[config.mk]
export PLATFORM = sky130hd
export DESIGN_NAME = sram_port_arbiter
export DESIGN_NICKNAME = d
export VERILOG_FILES = /design/src/rtl/sram_port_arbiter.sv
export SDC_FILE = /design/constraint.sdc
export NUM_CORES = 1
export LEC_CHECK = 0
export CELL_PAD_IN_SITES_DETAIL_PLACEMENT = 1
export CELL_PAD_IN_SITES_GLOBAL_PLACEMENT = 1
export CORE_MARGIN = 2
export CORE_UTILIZATION = 19
export DETAILED_ROUTE_END_ITERATION = 8
export GPL_TIMING_DRIVEN = 0
export PLACE_DENSITY_LB_ADDON = 0.1
export SYNTH_ARGS = -nofsm -noshare
export SYNTH_HDL_FRONTEND = slang
export SYNTH_SLANG_ARGS = --single-unit
[constraint.sdc]
create_clock -name ACLK -period 4.6 [get_ports ACLK]
set_clock_uncertainty 0.05 [all_clocks]
set_input_delay 1.15 -clock ACLK [delete_from_list [all_inputs] [get_ports ACLK]]
set_output_delay 1.15 -clock ACLK [all_outputs]
set_load 0.01 [all_outputs]
[src/rtl/sram_port_arbiter.sv]
// sram_port_arbiter
//   Round-robin arbiter that lets NUM_REQ requesters share one single-port SRAM
//   macro. Each grant owns the macro for exactly one read or write burst of
//   len+1 consecutive words starting at the requester's byte address.
//
// Ports
//   ACLK, ARESETn          clock (rising edge) and synchronous active-low reset
//   req/req_we/req_addr/   per-requester burst request: held until gnt, direction,
//   req_len                byte start address, beats-1
//   gnt                    one-cycle one-hot grant pulse
//   wdata/wstrb/wvalid     per-requester write beat; accepted when wvalid&wready
//   wready                 asserted to the owner for the whole write phase
//   rdata/rvalid/rlast     shared read data, per-requester valid, last-beat flag
//   done                   one-cycle pulse to the owner when a write burst ends
//   CS/OE/WEB/A/DI/DO      SRAM macro pins (WEB active-low per byte, DO one cycle
//                          after the address with OE=1)
module sram_port_arbiter #(
  parameter int NUM_REQ  = 2,
  parameter int LEN_BITS = 4
) (
  input  logic                        ACLK,
  input  logic                        ARESETn,
  input  logic [NUM_REQ-1:0]          req,
  input  logic [NUM_REQ-1:0]          req_we,
  input  logic [NUM_REQ*32-1:0]       req_addr,
  input  logic [NUM_REQ*LEN_BITS-1:0] req_len,
  output logic [NUM_REQ-1:0]          gnt,
  input  logic [NUM_REQ*32-1:0]       wdata,
  input  logic [NUM_REQ*4-1:0]        wstrb,
  input  logic [NUM_REQ-1:0]          wvalid,
  output logic [NUM_REQ-1:0]          wready,
  output logic [31:0]                 rdata,
  output logic [NUM_REQ-1:0]          rvalid,
  output logic                        rlast,
  output logic [NUM_REQ-1:0]          done,
  output logic                        CS,
  output logic                        OE,
  output logic [3:0]                  WEB,
  output logic [13:0]                 A,
  output logic [31:0]                 DI,
  input  logic [31:0]                 DO
);

  localparam int IDX_W = (NUM_REQ > 1) ? $clog2(NUM_REQ) : 1;

  typedef enum logic [2:0] {
    IDLE,
    GRANT,
    RD,
    RD_DRAIN,
    WR,
    WR_DONE
  } state_t;

  state_t               state;
  state_t               state_nxt;
  logic [IDX_W-1:0]     rr_ptr;
  logic [IDX_W-1:0]     owner;
  logic [IDX_W-1:0]     pick;
  logic [IDX_W-1:0]     cand;
  logic                 pick_ok;
  logic                 we_q;
  logic [13:0]          base_q;
  logic [LEN_BITS-1:0]  len_q;
  // One bit wider than len so that len = 2^LEN_BITS-1 never wraps the counter.
  logic [LEN_BITS:0]    beat;
  logic                 last_beat;
  logic [13:0]          beat_addr;
  logic [IDX_W-1:0]     owner_inc;
  logic                 unused_addr_bits;

  // Only word address bits [15:2] reach the macro.
  assign unused_addr_bits = ^req_addr;

  assign CS        = 1'b1;
  assign rdata     = DO;
  assign last_beat = (beat == {1'b0, len_q});
  assign beat_addr = base_q + 14'(beat);
  assign owner_inc = (owner == IDX_W'(NUM_REQ - 1)) ? '0 : owner + 1'b1;

  // Round-robin pick: first asserted request at or after rr_ptr, wrapping.
  always_comb begin
    pick    = '0;
    cand    = '0;
    pick_ok = 1'b0;
    for (int i = 0; i < NUM_REQ; i++) begin
      cand = IDX_W'((int'(rr_ptr) + i) % NUM_REQ);
      if (!pick_ok && req[cand]) begin
        pick    = cand;
        pick_ok = 1'b1;
      end
    end
  end

  // ---- control state: FSM, round-robin pointer, beat counter ----
  always_ff @(posedge ACLK) begin
    if (!ARESETn) begin
      state  <= IDLE;
      rr_ptr <= '0;
      beat   <= '0;
    end else begin
      state <= state_nxt;
      case (state)
        GRANT: begin
          beat   <= '0;
          rr_ptr <= owner_inc;
        end
        RD:      beat <= beat + 1'b1;
        WR:      if (wvalid[owner]) beat <= beat + 1'b1;
        default: ;
      endcase
    end
  end

  // ---- burst descriptor, captured once in IDLE so later changes are ignored ----
  always_ff @(posedge ACLK) begin
    if (state == IDLE && pick_ok) begin
      owner  <= pick;
      we_q   <= req_we[pick];
      base_q <= req_addr[32*int'(pick) + 2 +: 14];
      len_q  <= req_len[LEN_BITS*int'(pick) +: LEN_BITS];
    end
  end

  // ---- next state and macro/requester outputs ----
  always_comb begin
    state_nxt = state;
    gnt       = '0;
    wready    = '0;
    rvalid    = '0;
    done      = '0;
    rlast     = 1'b0;
    OE        = 1'b0;
    WEB       = 4'hF;
    A         = '0;
    DI        = '0;
    case (state)
      IDLE: begin
        if (pick_ok) state_nxt = GRANT;
      end
      GRANT: begin
        gnt[owner] = 1'b1;
        state_nxt  = we_q ? WR : RD;
      end
      RD: begin
        OE = 1'b1;
        A  = beat_addr;
        // Data for the previous cycle's address arrives now.
        if (beat != '0) rvalid[owner] = 1'b1;
        if (last_beat) state_nxt = RD_DRAIN;
      end
      RD_DRAIN: begin
        rvalid[owner] = 1'b1;
        rlast         = 1'b1;
        state_nxt     = IDLE;
      end
      WR: begin
        wready[owner] = 1'b1;
        if (wvalid[owner]) begin
          A   = beat_addr;
          DI  = wdata[32*int'(owner) +: 32];
          WEB = ~wstrb[4*int'(owner) +: 4];
          if (last_beat) state_nxt = WR_DONE;
        end
      end
      WR_DONE: begin
        done[owner] = 1'b1;
        state_nxt   = IDLE;
      end
      default: state_nxt = IDLE;
    endcase
  end

endmodule
==> flow_summary.ini <==
[status]
run_status = completed

[floorplanning]
num_rows = 43
pin_count = 277
die_w_um = 123
die_y_um = 123
initial_utilization_pct = 19.4
core_mm2 = 0.0138
die_area_mm2 = 0.0151

[layout]
synthToLayoutAreaGrowth_pct = 93.1
multi_input_area_mm2 = 0.00155
final_util_pct = 37.4
regArea_um2 = 781
fillCellCount = 1601
nNetsFinal = 709
drive_gt1_share_pct = 15.1
diodes = 0

[logic_synthesis]
mappedNetlistArea_mm2 = 0.00268
synth_top_area_cell = edfxtp_1
yosysMostFrequentCell = nor2_1
synth-main-ff-cell = edfxtp_1
synth_commonest_cells = nor2_1, buf_4, mux2i_1
synthTopCellsByArea = edfxtp_1, mux2i_1, mux2_2
syn_inst = 301
ys_seq_area_share_pct = 29.1
yosys.area.top_type_share_pct = 22.4
async_reset_ff_share_pct = 0
synth-edff-count = 20
yosysWarnings = 0
synth_cell_types = 46
synth.avg_cell_area_um2 = 8.90
synth_nets = 493
ys_seq_elements = 29

[setup_path]
cp_common_cell = clkdlybuf4s50_1
critPathTopFamily = buffers and inverters
worstPathRequired_ps = 3400
timing.rr.start = state[0]$_SDFFE_PN0P_
slowest_stage = clkdlybuf4s50_1
worstSetupStartpointType = primary input
r2r_setup_slack_ps = 2650
max_stage_delay_ps = 520
r2r-end = base_q[5]$_DFFE_PP_
worstRegToRegCells = 3
critPathKind = in -> out
crit_path_cell_trace = clkdlybuf4s50_1 -> mux2_2 -> nand2_1 -> clkbuf_1 -> nor2_1 -> clkdlybuf4s50_1
cp.arrival_ps = 3160
path_max_fanout = 10
crit_buf_inv = 3
end_kind = output pin

[clock_network]
cts_buffers = 5
cts_resized = 0
clock_latency_ps = 280
htree_levels = 2
clock_sinks = 29
cts_max_path_buffers = 2
path_clk_slew_ps = 50
cts_tree = done
hold_buffers = 0
cts_setup_buffers = 0
cts-root-buf = clkbuf_16

[sta]
fmax_ghz = 0.229
tightestPinTransition_ps = 819
fin_crit_ps = 4360
rsz0062_at_grt = no
slew_headroom_pct = 44.9
finalHoldViolations = 0
setup_violations = 0
period_share_pct = 94.7
drv_slew = 0
holdWs_ps = 474

[min_path]
hp-class = reg -> reg
hp-start = rr_ptr$_SDFFE_PN0N_
min_to = rr_ptr$_SDFFE_PN0N_
hold_depth = 2

[routing]
wl_per_cell_um = 16.4
vias = 2982
viasPerCell = 4.27
remaining_drc_errors = 0
drtIter0Drc = 59
ant_nets = 0
dr.pass1.iters = 4
routed_wl_mm = 11.5

[global_routing]
grt_pass1_wl_mm = 16.5
grt-ovfl-total = 0
track_usage_pct = 14.2
grt_max_degree = 11
grt_pass1_vias = 2967
grt_antenna_before_repair = 0

[job]
maxCapViolations = 0

[placed_design]
gp_congestion = 0.754
io_buffers = 207
dp_hpwl_mm = 9.69

[power_and_ir_drop]
p_per_area_mw_per_mm2 = 282
vdd_drop_max_mv = 0.122
total_power_mw = 1.46
p_leak_nw = 1.99
-- worst max path at each step --
| stage | startpoint | endpoint | slack (ps) | depth (start not counted) |
|---|---|---|---|---|
| after floorplan | req[1] | base_q[0]$_DFFE_PP_ | 980 | 2 |
| after global placement | req[1] | base_q[5]$_DFFE_PP_ | -870 | 3 |
| after detailed placement | wvalid[1] | DI[11] | 240 | 6 |
| after CTS | wvalid[1] | DI[11] | 230 | 6 |
| after global routing | wvalid[0] | DI[27] | 120 | 6 |
| final | wvalid[1] | DI[21] | 240 | 6 |
-- layout make-up --
| type | instances | area share (%) |
|---|---|---|
| Multi-Input combinational cell | 216 | 29.9 |
| Clock buffer | 6 | 2.68 |
| Tap cell | 180 | 4.35 |
| Timing Repair Buffer | 209 | 40.3 |
| Buffer | 48 | 6.31 |
| Inverter | 8 | 0.580 |
| Sequential cell | 29 | 15.1 |
| Clock inverter | 2 | 0.725 |
-- metrics by stage --
stage | std cells | worst slack (ps) | area [um2] | TNS [ps]
4_1_cts | 698 | 228 | 5170 | 0
3_5_place_dp | 690 | 240 | 5000 | 0
3_3_place_gp | 688 | -871 | 4980 | -17390
5_1_grt | 698 | 121 | 5170 | 0
6_report | 698 | 242 | 5170 | 0
2_1_floorplan | 301 | 982 | 2680 | 0
-- cells by family after synthesis --
family	count (synthesis)	synth area share (%)
AND/OR/NAND/NOR	101	19.3
buffers and inverters	56	13.3
other	1	0.140
adder cells (fa/ha/maj)	8	4.01
multiplexers	57	22.4
flip-flops	29	29.1
AO/OA/AOI/OAI	44	10.0
XOR/XNOR	5	1.63
-- registers in the layout, indices dropped and copies added, names as in the netlist --
signal  cells
we_q        1
beat        5
rr_ptr      1
state       3
owner       1
base_q     14
len_q       4
-- report_power, final --
| part | switching [mW] | internal [mW] | leakage (nW) |
|---|---|---|---|
| clock | 0.120 | 0.270 | 0.0831 |
| sequential | 0.0377 | 0.355 | 0.269 |
| combinational | 0.309 | 0.368 | 1.64 |
-- layout by cell type (no fill, tap or decap), types with 8 or more instances in the layout --
cell / synthesis / final
a21oi_1: 13 / 13
buf_4: 34 / 36
clkdlybuf4s50_1: 0 / 207
dfxtp_1: 9 / 9
edfxtp_1: 20 / 20
inv_1: 8 / 8
mux2_2: 24 / 24
mux2i_1: 33 / 33
nand2_1: 9 / 9
nand3_1: 10 / 10
nor2_1: 46 / 46
o21ai_0: 12 / 12
or3_1: 8 / 8
-- tightest hold or removal path: cells and delay by family, from the launching register on --
kind | cells | cell delay (ps)
and+or+nand+nor | 1 | 90
DFF | 1 | 320
AOI/OAI and AO/OA | 1 | 80
-- per-layer routing --
layer | GRT usage (%) | part of all wire, %
met1 | 16.3 | 39
met5 | 0 | 0
met4 | 3.38 | 1.0
met2 | 25.9 | 50
met3 | 3.81 | 9.5
Note: power is estimated with default switching activity, not from simulation.
